File: config.mk
export PLATFORM = sky130hd
export DESIGN_NAME = timer_ctrl
export DESIGN_NICKNAME = d
export VERILOG_FILES = /design/src/rtl/timer_pkg.sv /design/src/rtl/timer_ctrl_regfile.sv /design/src/rtl/timer_ctrl.sv
export SDC_FILE = /design/constraint.sdc
export NUM_CORES = 1
export LEC_CHECK = 0
export CELL_PAD_IN_SITES_DETAIL_PLACEMENT = 1
export CELL_PAD_IN_SITES_GLOBAL_PLACEMENT = 2
export CORE_ASPECT_RATIO = 0.5
export CORE_MARGIN = 1.5
export CORE_UTILIZATION = 30
export DETAILED_ROUTE_END_ITERATION = 8
export GPL_ROUTABILITY_DRIVEN = 0
export HOLD_SLACK_MARGIN = 0.03
export PLACE_DENSITY = 0.84
export SLEW_MARGIN = 20
export SYNTH_ARGS = -nofsm -noshare
export SYNTH_HDL_FRONTEND = slang
export SYNTH_SLANG_ARGS = --single-unit
File: constraint.sdc
create_clock -name clk -period 5.65 [get_ports clk]
set_input_delay 1.13 -clock clk [delete_from_list [all_inputs] [get_ports clk]]
set_output_delay 1.13 -clock clk [all_outputs]
set_load 0.03 [all_outputs]
File: src/rtl/timer_pkg.sv
// Shared definitions for the TIM controller: FSM states, register map and
// CTRL/STATUS bit positions (mirrored in the core's software header).
package timer_pkg;

  typedef enum logic [1:0] {
    ST_IDLE = 2'd0,
    ST_LOAD = 2'd1,
    ST_RUN  = 2'd2
  } state_e;

  localparam logic [7:0] OFF_CTRL   = 8'h00;
  localparam logic [7:0] OFF_PSC    = 8'h04;
  localparam logic [7:0] OFF_ARR    = 8'h08;
  localparam logic [7:0] OFF_STATUS = 8'h0C;
  localparam logic [7:0] OFF_CNT    = 8'h10;

  localparam int unsigned CTRL_EN_BIT      = 0;
  localparam int unsigned CTRL_ONESHOT_BIT = 1;
  localparam int unsigned CTRL_IE_BIT      = 2;

  localparam int unsigned STAT_UIF_BIT     = 0;
  localparam int unsigned STAT_RUNNING_BIT = 1;
  localparam int unsigned STAT_ERR_BIT     = 2;

endpackage

File: src/rtl/timer_ctrl_regfile.sv
// Register window of the TIM controller: bus decode, CTRL, shadow PSC/ARR,
// W1C STATUS bits, preload-pending flag and the registered read path.
module timer_ctrl_regfile
  import timer_pkg::*;
#(
  parameter int unsigned CNT_W  = 16,
  parameter int unsigned DATA_W = 32,
  parameter int unsigned ADDR_W = 5
) (
  input  logic              clk,
  input  logic              reset,
  input  logic              bus_sel,
  input  logic              bus_we,
  input  logic [ADDR_W-1:0] bus_addr,
  input  logic [DATA_W-1:0] bus_wdata,
  output logic [DATA_W-1:0] bus_rdata,
  output logic              bus_rvalid,
  input  logic [CNT_W-1:0]  tim_cnt,
  input  logic              running_i,
  input  logic              set_uif_i,
  input  logic              set_err_i,
  input  logic              clr_en_i,
  input  logic              clr_pend_i,
  output logic              ctrl_wr_o,
  output logic              wr_en_o,
  output logic              oneshot_o,
  output logic              ie_o,
  output logic              uif_o,
  output logic [CNT_W-1:0]  psc_o,
  output logic [CNT_W-1:0]  arr_o,
  output logic              upd_pend_o
);

  logic              wr, rd;
  logic              ctrl_wr, psc_wr, arr_wr, status_wr;
  logic              en_q, en_d;
  logic              oneshot_q, oneshot_d;
  logic              ie_q, ie_d;
  logic              uif_q, uif_d;
  logic              err_q, err_d;
  logic              pend_q, pend_d;
  logic [CNT_W-1:0]  psc_q, psc_d;
  logic [CNT_W-1:0]  arr_q, arr_d;
  logic [DATA_W-1:0] rdata_q, rdata_d;
  logic              rvalid_q;
  logic              unused_wdata;

  assign wr        = bus_sel & bus_we;
  assign rd        = bus_sel & ~bus_we;
  assign ctrl_wr   = wr && (bus_addr == OFF_CTRL[ADDR_W-1:0]);
  assign psc_wr    = wr && (bus_addr == OFF_PSC[ADDR_W-1:0]);
  assign arr_wr    = wr && (bus_addr == OFF_ARR[ADDR_W-1:0]);
  assign status_wr = wr && (bus_addr == OFF_STATUS[ADDR_W-1:0]);

  assign unused_wdata = ^bus_wdata[DATA_W-1:CNT_W];

  always_comb begin
    en_d      = en_q;
    oneshot_d = oneshot_q;
    ie_d      = ie_q;
    if (ctrl_wr) begin
      en_d      = bus_wdata[CTRL_EN_BIT];
      oneshot_d = bus_wdata[CTRL_ONESHOT_BIT];
      ie_d      = bus_wdata[CTRL_IE_BIT];
    end
    if (clr_en_i) en_d = 1'b0;

    // W1C first, hardware set last so a same-cycle event is never lost
    uif_d = uif_q;
    err_d = err_q;
    if (status_wr && bus_wdata[STAT_UIF_BIT]) uif_d = 1'b0;
    if (status_wr && bus_wdata[STAT_ERR_BIT]) err_d = 1'b0;
    if (set_uif_i) uif_d = 1'b1;
    if (set_err_i) err_d = 1'b1;

    psc_d = psc_wr ? bus_wdata[CNT_W-1:0] : psc_q;
    arr_d = arr_wr ? bus_wdata[CNT_W-1:0] : arr_q;

    // Clear happens on LOAD entry; a write landing on that same edge re-arms the flag
    pend_d = pend_q;
    if (clr_pend_i) pend_d = 1'b0;
    if ((psc_wr || arr_wr) && running_i) pend_d = 1'b1;
  end

  always_comb begin
    rdata_d = '0;
    case (bus_addr)
      OFF_CTRL[ADDR_W-1:0]: begin
        rdata_d[CTRL_EN_BIT]      = en_q;
        rdata_d[CTRL_ONESHOT_BIT] = oneshot_q;
        rdata_d[CTRL_IE_BIT]      = ie_q;
      end
      OFF_PSC[ADDR_W-1:0]:    rdata_d[CNT_W-1:0] = psc_q;
      OFF_ARR[ADDR_W-1:0]:    rdata_d[CNT_W-1:0] = arr_q;
      OFF_STATUS[ADDR_W-1:0]: begin
        rdata_d[STAT_UIF_BIT]     = uif_q;
        rdata_d[STAT_RUNNING_BIT] = running_i;
        rdata_d[STAT_ERR_BIT]     = err_q;
      end
      OFF_CNT[ADDR_W-1:0]:    rdata_d[CNT_W-1:0] = tim_cnt;
      default:                rdata_d = '0;
    endcase
  end

  always_ff @(posedge clk or posedge reset) begin
    if (reset) begin
      en_q      <= 1'b0;
      oneshot_q <= 1'b0;
      ie_q      <= 1'b0;
      uif_q     <= 1'b0;
      err_q     <= 1'b0;
      pend_q    <= 1'b0;
      psc_q     <= '0;
      arr_q     <= '0;
      rdata_q   <= '0;
      rvalid_q  <= 1'b0;
    end else begin
      en_q      <= en_d;
      oneshot_q <= oneshot_d;
      ie_q      <= ie_d;
      uif_q     <= uif_d;
      err_q     <= err_d;
      pend_q    <= pend_d;
      psc_q     <= psc_d;
      arr_q     <= arr_d;
      rvalid_q  <= rd;
      if (rd) rdata_q <= rdata_d;
    end
  end

  assign bus_rdata  = rdata_q;
  assign bus_rvalid = rvalid_q;
  assign ctrl_wr_o  = ctrl_wr;
  assign wr_en_o    = bus_wdata[CTRL_EN_BIT];
  assign oneshot_o  = oneshot_q;
  assign ie_o       = ie_q;
  assign uif_o      = uif_q;
  assign psc_o      = psc_q;
  assign arr_o      = arr_q;
  assign upd_pend_o = pend_q;

endmodule

File: src/rtl/timer_ctrl.sv
// TIM controller top: IDLE/LOAD/RUN sequencing FSM, active PSC/ARR registers
// and the level update interrupt.
module timer_ctrl
  import timer_pkg::*;
#(
  parameter int unsigned CNT_W  = 16,
  parameter int unsigned DATA_W = 32,
  parameter int unsigned ADDR_W = 5
) (
  input  logic              clk,
  input  logic              reset,
  input  logic              bus_sel,
  input  logic              bus_we,
  input  logic [ADDR_W-1:0] bus_addr,
  input  logic [DATA_W-1:0] bus_wdata,
  output logic [DATA_W-1:0] bus_rdata,
  output logic              bus_rvalid,
  output logic              tim_en,
  output logic              tim_load,
  output logic [CNT_W-1:0]  tim_psc,
  output logic [CNT_W-1:0]  tim_arr,
  input  logic [CNT_W-1:0]  tim_cnt,
  input  logic              tim_done,
  output logic              irq
);

  state_e           state_q, state_d;
  logic [CNT_W-1:0] act_psc_q, act_psc_d;
  logic [CNT_W-1:0] act_arr_q, act_arr_d;

  logic             ctrl_wr, wr_en, oneshot, ie, uif, upd_pend;
  logic [CNT_W-1:0] sh_psc, sh_arr;
  logic             running, set_uif, set_err, clr_en, load_entry;

  timer_ctrl_regfile #(
    .CNT_W  (CNT_W),
    .DATA_W (DATA_W),
    .ADDR_W (ADDR_W)
  ) u_regfile (
    .clk        (clk),
    .reset      (reset),
    .bus_sel    (bus_sel),
    .bus_we     (bus_we),
    .bus_addr   (bus_addr),
    .bus_wdata  (bus_wdata),
    .bus_rdata  (bus_rdata),
    .bus_rvalid (bus_rvalid),
    .tim_cnt    (tim_cnt),
    .running_i  (running),
    .set_uif_i  (set_uif),
    .set_err_i  (set_err),
    .clr_en_i   (clr_en),
    .clr_pend_i (load_entry),
    .ctrl_wr_o  (ctrl_wr),
    .wr_en_o    (wr_en),
    .oneshot_o  (oneshot),
    .ie_o       (ie),
    .uif_o      (uif),
    .psc_o      (sh_psc),
    .arr_o      (sh_arr),
    .upd_pend_o (upd_pend)
  );

  always_ff @(posedge clk or posedge reset) begin
    if (reset) begin
      state_q   <= ST_IDLE;
      act_psc_q <= '0;
      act_arr_q <= '0;
    end else begin
      state_q   <= state_d;
      act_psc_q <= act_psc_d;
      act_arr_q <= act_arr_d;
    end
  end

  always_comb begin
    state_d = state_q;
    case (state_q)
      ST_IDLE: if (ctrl_wr && wr_en) state_d = ST_LOAD;
      ST_LOAD: state_d = (act_arr_q == '0) ? ST_IDLE : ST_RUN;
      ST_RUN: begin
        if (tim_done) begin
          if (oneshot)       state_d = ST_IDLE;
          else if (upd_pend) state_d = ST_LOAD;
        end
      end
      default: state_d = ST_IDLE;
    endcase
    if (ctrl_wr && !wr_en) state_d = ST_IDLE;
  end

  // Shadow is copied on the edge into LOAD so tim_psc/tim_arr already hold
  // the new values while tim_load is high; the zero-ARR check uses that copy.
  assign load_entry = (state_d == ST_LOAD);

  always_comb begin
    act_psc_d = act_psc_q;
    act_arr_d = act_arr_q;
    if (load_entry) begin
      act_psc_d = sh_psc;
      act_arr_d = sh_arr;
    end
  end

  always_comb begin
    tim_en   = 1'b0;
    tim_load = 1'b0;
    running  = 1'b0;
    set_uif  = 1'b0;
    set_err  = 1'b0;
    clr_en   = 1'b0;
    case (state_q)
      ST_LOAD: begin
        tim_load = (act_arr_q != '0);
        set_err  = (act_arr_q == '0);
        clr_en   = (act_arr_q == '0);
      end
      ST_RUN: begin
        tim_en  = 1'b1;
        running = 1'b1;
        set_uif = tim_done;
        clr_en  = tim_done && oneshot;
      end
      default: ;
    endcase
  end

  assign tim_psc = act_psc_q;
  assign tim_arr = act_arr_q;
  assign irq     = uif & ie;

endmodule
==> results.md <==
- After detailed routing, the average wire length per cell comes to between 15 and 20 um.
- From bottom edge to top edge, the die measures about 85 um.
- The total I/O pin count is 126.
- The signal on the critical path passes through clkdlybuf4s50_1 -> nor4_4 -> a41oi_1 -> a311oi_2 -> nand2_4 -> mux2_4.
- The final cell area excluding filler cells is ~0.0054 mm^2.
- The signal arrival time at the worst endpoint is between 3 and 4 ns.
- Of the cells placed in the final design, the portion with a size suffix greater than 1 is 0.250.
- For this block, the initial DRC count from the detailed router was approximately 160.
- The number of max-slew violations in the final report came to 0.
- Entering global routing, the biggest net connects just over 50 pins.
- The headroom to the max-slew limit is 0.266.
- During placement, the flow inserted port buffers numbering between 90 and 100.
- The filler cells instantiated in the layout total 1347.
- The number of placed instances, taps included is 550.
- The synthesized area divided by synthesized cell count is 13.6 um^2.
- The number of H-tree branching levels is 3.
- In this run the worst path has a maximum fanout of 33.
- Across all register-to-register paths, the minimum setup slack is 3.03 ns.
- Setup repair after global routing left no endpoint under its margin.
- Dividing the final minimum period by the clock period gives 0.645.
- The post-route DRC violation count is 0.
- The number of antenna violations at the first check in global routing was 0.
- The floorplan has 29 rows.
- The number of synthesis warnings is 0.
- The number of violations of the max-capacitance limit is 0.
- Dividing total power by cell area gives a power density of between 400 and 500 mW/mm^2.
- The peak supply drop is 0.179 mV.
- Summing all placed instances gives a cell area of 0.00510 mm^2.
- The run finished with clean final reports.
- The maximum clock path buffer count is 2.
- The critical path launch point type is an input port.
- For this run, the post-layout net count is between 400 and 500.
- The area occupied by multi-input gates is between 0.0015 and 0.002 mm^2.
- Excluding fillers, the count of instances in the completed layout stands at between 500 and 600.
- The leakage power is roughly 0.0024 uW.
- Summing internal, switching and leakage power gives roughly 2300 uW.
- The number of buffers inserted to repair setup after CTS is 0.
- The iteration count of the initial detailed-routing pass is 5.
- Summed over all layers, the routed wires come to about 11000 um.
- The worst setup path is of the input port to flip-flop kind.
- The maximum cell stage delay along the critical path is around 0.80 ns.
- The standard cell core area is between 0.01 and 0.015 mm^2.
- The sequential cell area in the final layout is about 0.0022 mm^2.
- The worst register-to-register path begins at tim_arr[10]$_DFFE_PP0N_.
- The synthesized flop and latch total is slightly below 90.
- The number of buffers created by CTS is 9.
- The via count of the first global-routing pass was about 3000.
- The number of vias in the routed layout is between 2000 and 3000.
- The later pin in the worst-skew pair is clocked with a latency of roughly 0.34 ns.
- At the pin with the least slew margin, the transition time is 1.09 ns.
- The initial cell density of the core is 0.315.
- The first global-routing pass estimated about 17000 um of wire.
- The critical path endpoint category is a flip-flop.
- The area growth from synthesis to layout is 32.0%.
- The total grt overflow is 0.
- The cell area that synthesis handed to floorplanning was just over 0.004 mm^2.
- The repair_antennas step left the layout with diodes totalling 0.
- In the synthesized netlist, the number of instances is 299.
- Setup violations remaining at the end of the flow were counted as 0.
- The data required time at the worst endpoint is 5.87 ns.
- Dividing the detail-routed via count by the number of cells gives between 4 and 5.
- The number of gates given a new drive strength after cts is 0.
- The netlist uses between 40 and 50 different library cells.
- Once detail routing completed, the nets flagged for antenna violations numbered 0.
- After clock tree synthesis, the clock-pin slew on the worst setup and hold paths is about 0.060 ns.
- In the global route stage, overall resource usage came out at 0.164.
- The pre-CTS setup slack is 1.65 ns.
- The count of hold-fix buffers inserted at cts is 0.
- The slowest stage of the critical path is the sky130_fd_sc_hd__clkdlybuf4s50_1 cell.
- The die covers between 0.01 and 0.015 mm^2.
- In this run the worst setup path begins at bus_addr[2].
- The number of failing hold endpoints at the final stage came to 0.
- The tree built by TritonCTS fans out to 89 sinks.
- The kind of path behind the tightest hold check is flip-flop to flip-flop.
- The half-perimeter wire length after detailed placement is 7520 um.
- TritonCTS built the clock tree.
- The worst hold path begins at u_regfile.bus_rdata[6]$_DFFE_PP0P_.
- For the final database, setup skew stands at roughly 0.0070 ns.
- The die outline width is around 170 um.
- The depth of the most critical reg-to-reg path is 5.
- The fmax is 0.274 GHz.
- Clock tree synthesis selected as its root buffer the cell sky130_fd_sc_hd__clkbuf_16.
- The sum of negative setup slack is 0 ns.
- The worst path meets setup with between 2 and 2.5 ns of slack.
- Subtracting the final worst setup slack from the clock period gives approximately 3.6 ns.
- The worst hold path cell count is 2.
- The fraction of the yosys area taken by sequential cells is 0.546.
per-stage QoR:
step,utilization,hold WS [ns]
after floorplan,-,0.466
after global placement,0.394,0.463
after detailed placement,0.394,0.474
after CTS,0.416,0.489
after global routing,0.416,0.517
final,0.416,0.481
power by group:
part | internal, uW | leakage [uW] | switching [uW]
Clock | 311 | 0.000135 | 253
Combinational | 420 | 0.00112 | 438
Sequential | 781 | 0.00119 | 124
sequential cells by signal (all words and copies together), names as in the netlist:
| register | flops |
|---|---|
| u_regfile.uif_o | 1 |
| u_regfile.oneshot_o | 1 |
| u_regfile.bus_rdata | 16 |
| u_regfile.err_q | 1 |
| state_q | 2 |
| tim_arr | 16 |
| u_regfile.bus_rvalid | 1 |
| tim_psc | 16 |
| u_regfile.ie_o | 1 |
| u_regfile.upd_pend_o | 1 |
| u_regfile.psc_o | 16 |
| u_regfile.en_q | 1 |
| u_regfile.arr_o | 16 |
synthesized netlist by cell type (all sizes together):
| cell type | n | area (um^2) |
|---|---|---|
| dfrtp | 89 | 2230 |
| mux2 | 66 | 852 |
| buf | 23 | 176 |
| nand2 | 23 | 96.4 |
| o21ai | 17 | 85.1 |
| a222oi | 13 | 130 |
| clkbuf | 7 | 27.5 |
| inv | 7 | 26.3 |
| mux2i | 7 | 70.1 |
| nor4 | 6 | 67.6 |
| a21oi | 4 | 20.0 |
| ha | 4 | 50.1 |
| nor2 | 4 | 22.5 |
| and2 | 3 | 21.3 |
| nand4 | 3 | 18.8 |
| o22ai | 3 | 18.8 |
| a22o | 2 | 17.5 |
| a311oi | 2 | 30.0 |
| a41oi | 2 | 17.5 |
| and3 | 2 | 13.8 |
| nand3 | 2 | 10.0 |
| nor3 | 2 | 15.0 |
| a21o | 1 | 7.51 |
| a32o | 1 | 10.0 |
| and4 | 1 | 8.76 |
| conb | 1 | 3.75 |
| nand2b | 1 | 6.26 |
| o2bb2ai | 1 | 8.76 |
| o31ai | 1 | 7.51 |
| or4 | 1 | 11.3 |
worst paths after layout:
| path | end |
|---|---|
| min in group asynchronous | tim_psc[5]$_DFFE_PP0N_ |
| max reg2reg | tim_arr[8]$_DFFE_PP0N_ |
| max | tim_arr[8]$_DFFE_PP0N_ |
| max in group asynchronous | u_regfile.upd_pend_o$_DFFE_PP0P_ |
| min | u_regfile.bus_rdata[6]$_DFFE_PP0P_ |
| min reg2reg | u_regfile.bus_rdata[6]$_DFFE_PP0P_ |
logic make-up (layout without fill, tap and decap cells):
kind of cell             Yosys count  in the layout  synth area share
flip-flops                        89             89             0.546
multiplexers                      73             73             0.226
AND/OR/NAND/NOR                   48             48            0.0715
AO/OA/AOI/OAI                     47             47            0.0865
buffers and inverters             37            119            0.0565
adder cells (fa/ha/maj)            4              4            0.0123
other                              1             16          0.000920
placed cells by master (no fill, tap or decap), types with 3 or more instances in the layout:
master                            count
sky130_fd_sc_hd__inv_1                6
sky130_fd_sc_hd__a21oi_1              4
sky130_fd_sc_hd__buf_4                3
sky130_fd_sc_hd__a222oi_1            13
sky130_fd_sc_hd__o21ai_0             17
sky130_fd_sc_hd__mux2_4              29
sky130_fd_sc_hd__mux2_2              37
sky130_fd_sc_hd__dfrtp_1             89
sky130_fd_sc_hd__clkbuf_16            9
sky130_fd_sc_hd__o22ai_1              3
sky130_fd_sc_hd__conb_1              16
sky130_fd_sc_hd__ha_1                 4
sky130_fd_sc_hd__nand4_1              3
sky130_fd_sc_hd__nor2_1               3
sky130_fd_sc_hd__nand2_1             21
sky130_fd_sc_hd__nor4_1               4
sky130_fd_sc_hd__mux2i_1              7
sky130_fd_sc_hd__clkinv_2             3
sky130_fd_sc_hd__clkdlybuf4s50_1     93
metal layers:
metal / share of wire / vias to the layer above / global-route usage
li1: - / 1252 / -
met2: 0.50 / 68 / 0.277
met4: 0.014 / 0 / 0.0557
met1: 0.45 / 1437 / 0.203
met5: 0 / - / 0
met3: 0.042 / 12 / 0.0457
critical path, delay by kind of cell:
family	cells	cell delay [ns]
buf+inv	1	0.80
compound gates	2	0.62
mux	1	0.44
simple gates	2	0.85
cell type report:
cell class	instances	area share
tap	170	0.0395
inverter	7	0.00511
clock inverter	6	0.00790
timing repair buffer	96	0.177
clock buffer	10	0.0444
sequential	89	0.414
multi-input combinational	188	0.312
No activity file was read; power rests on OpenSTA's default activity.
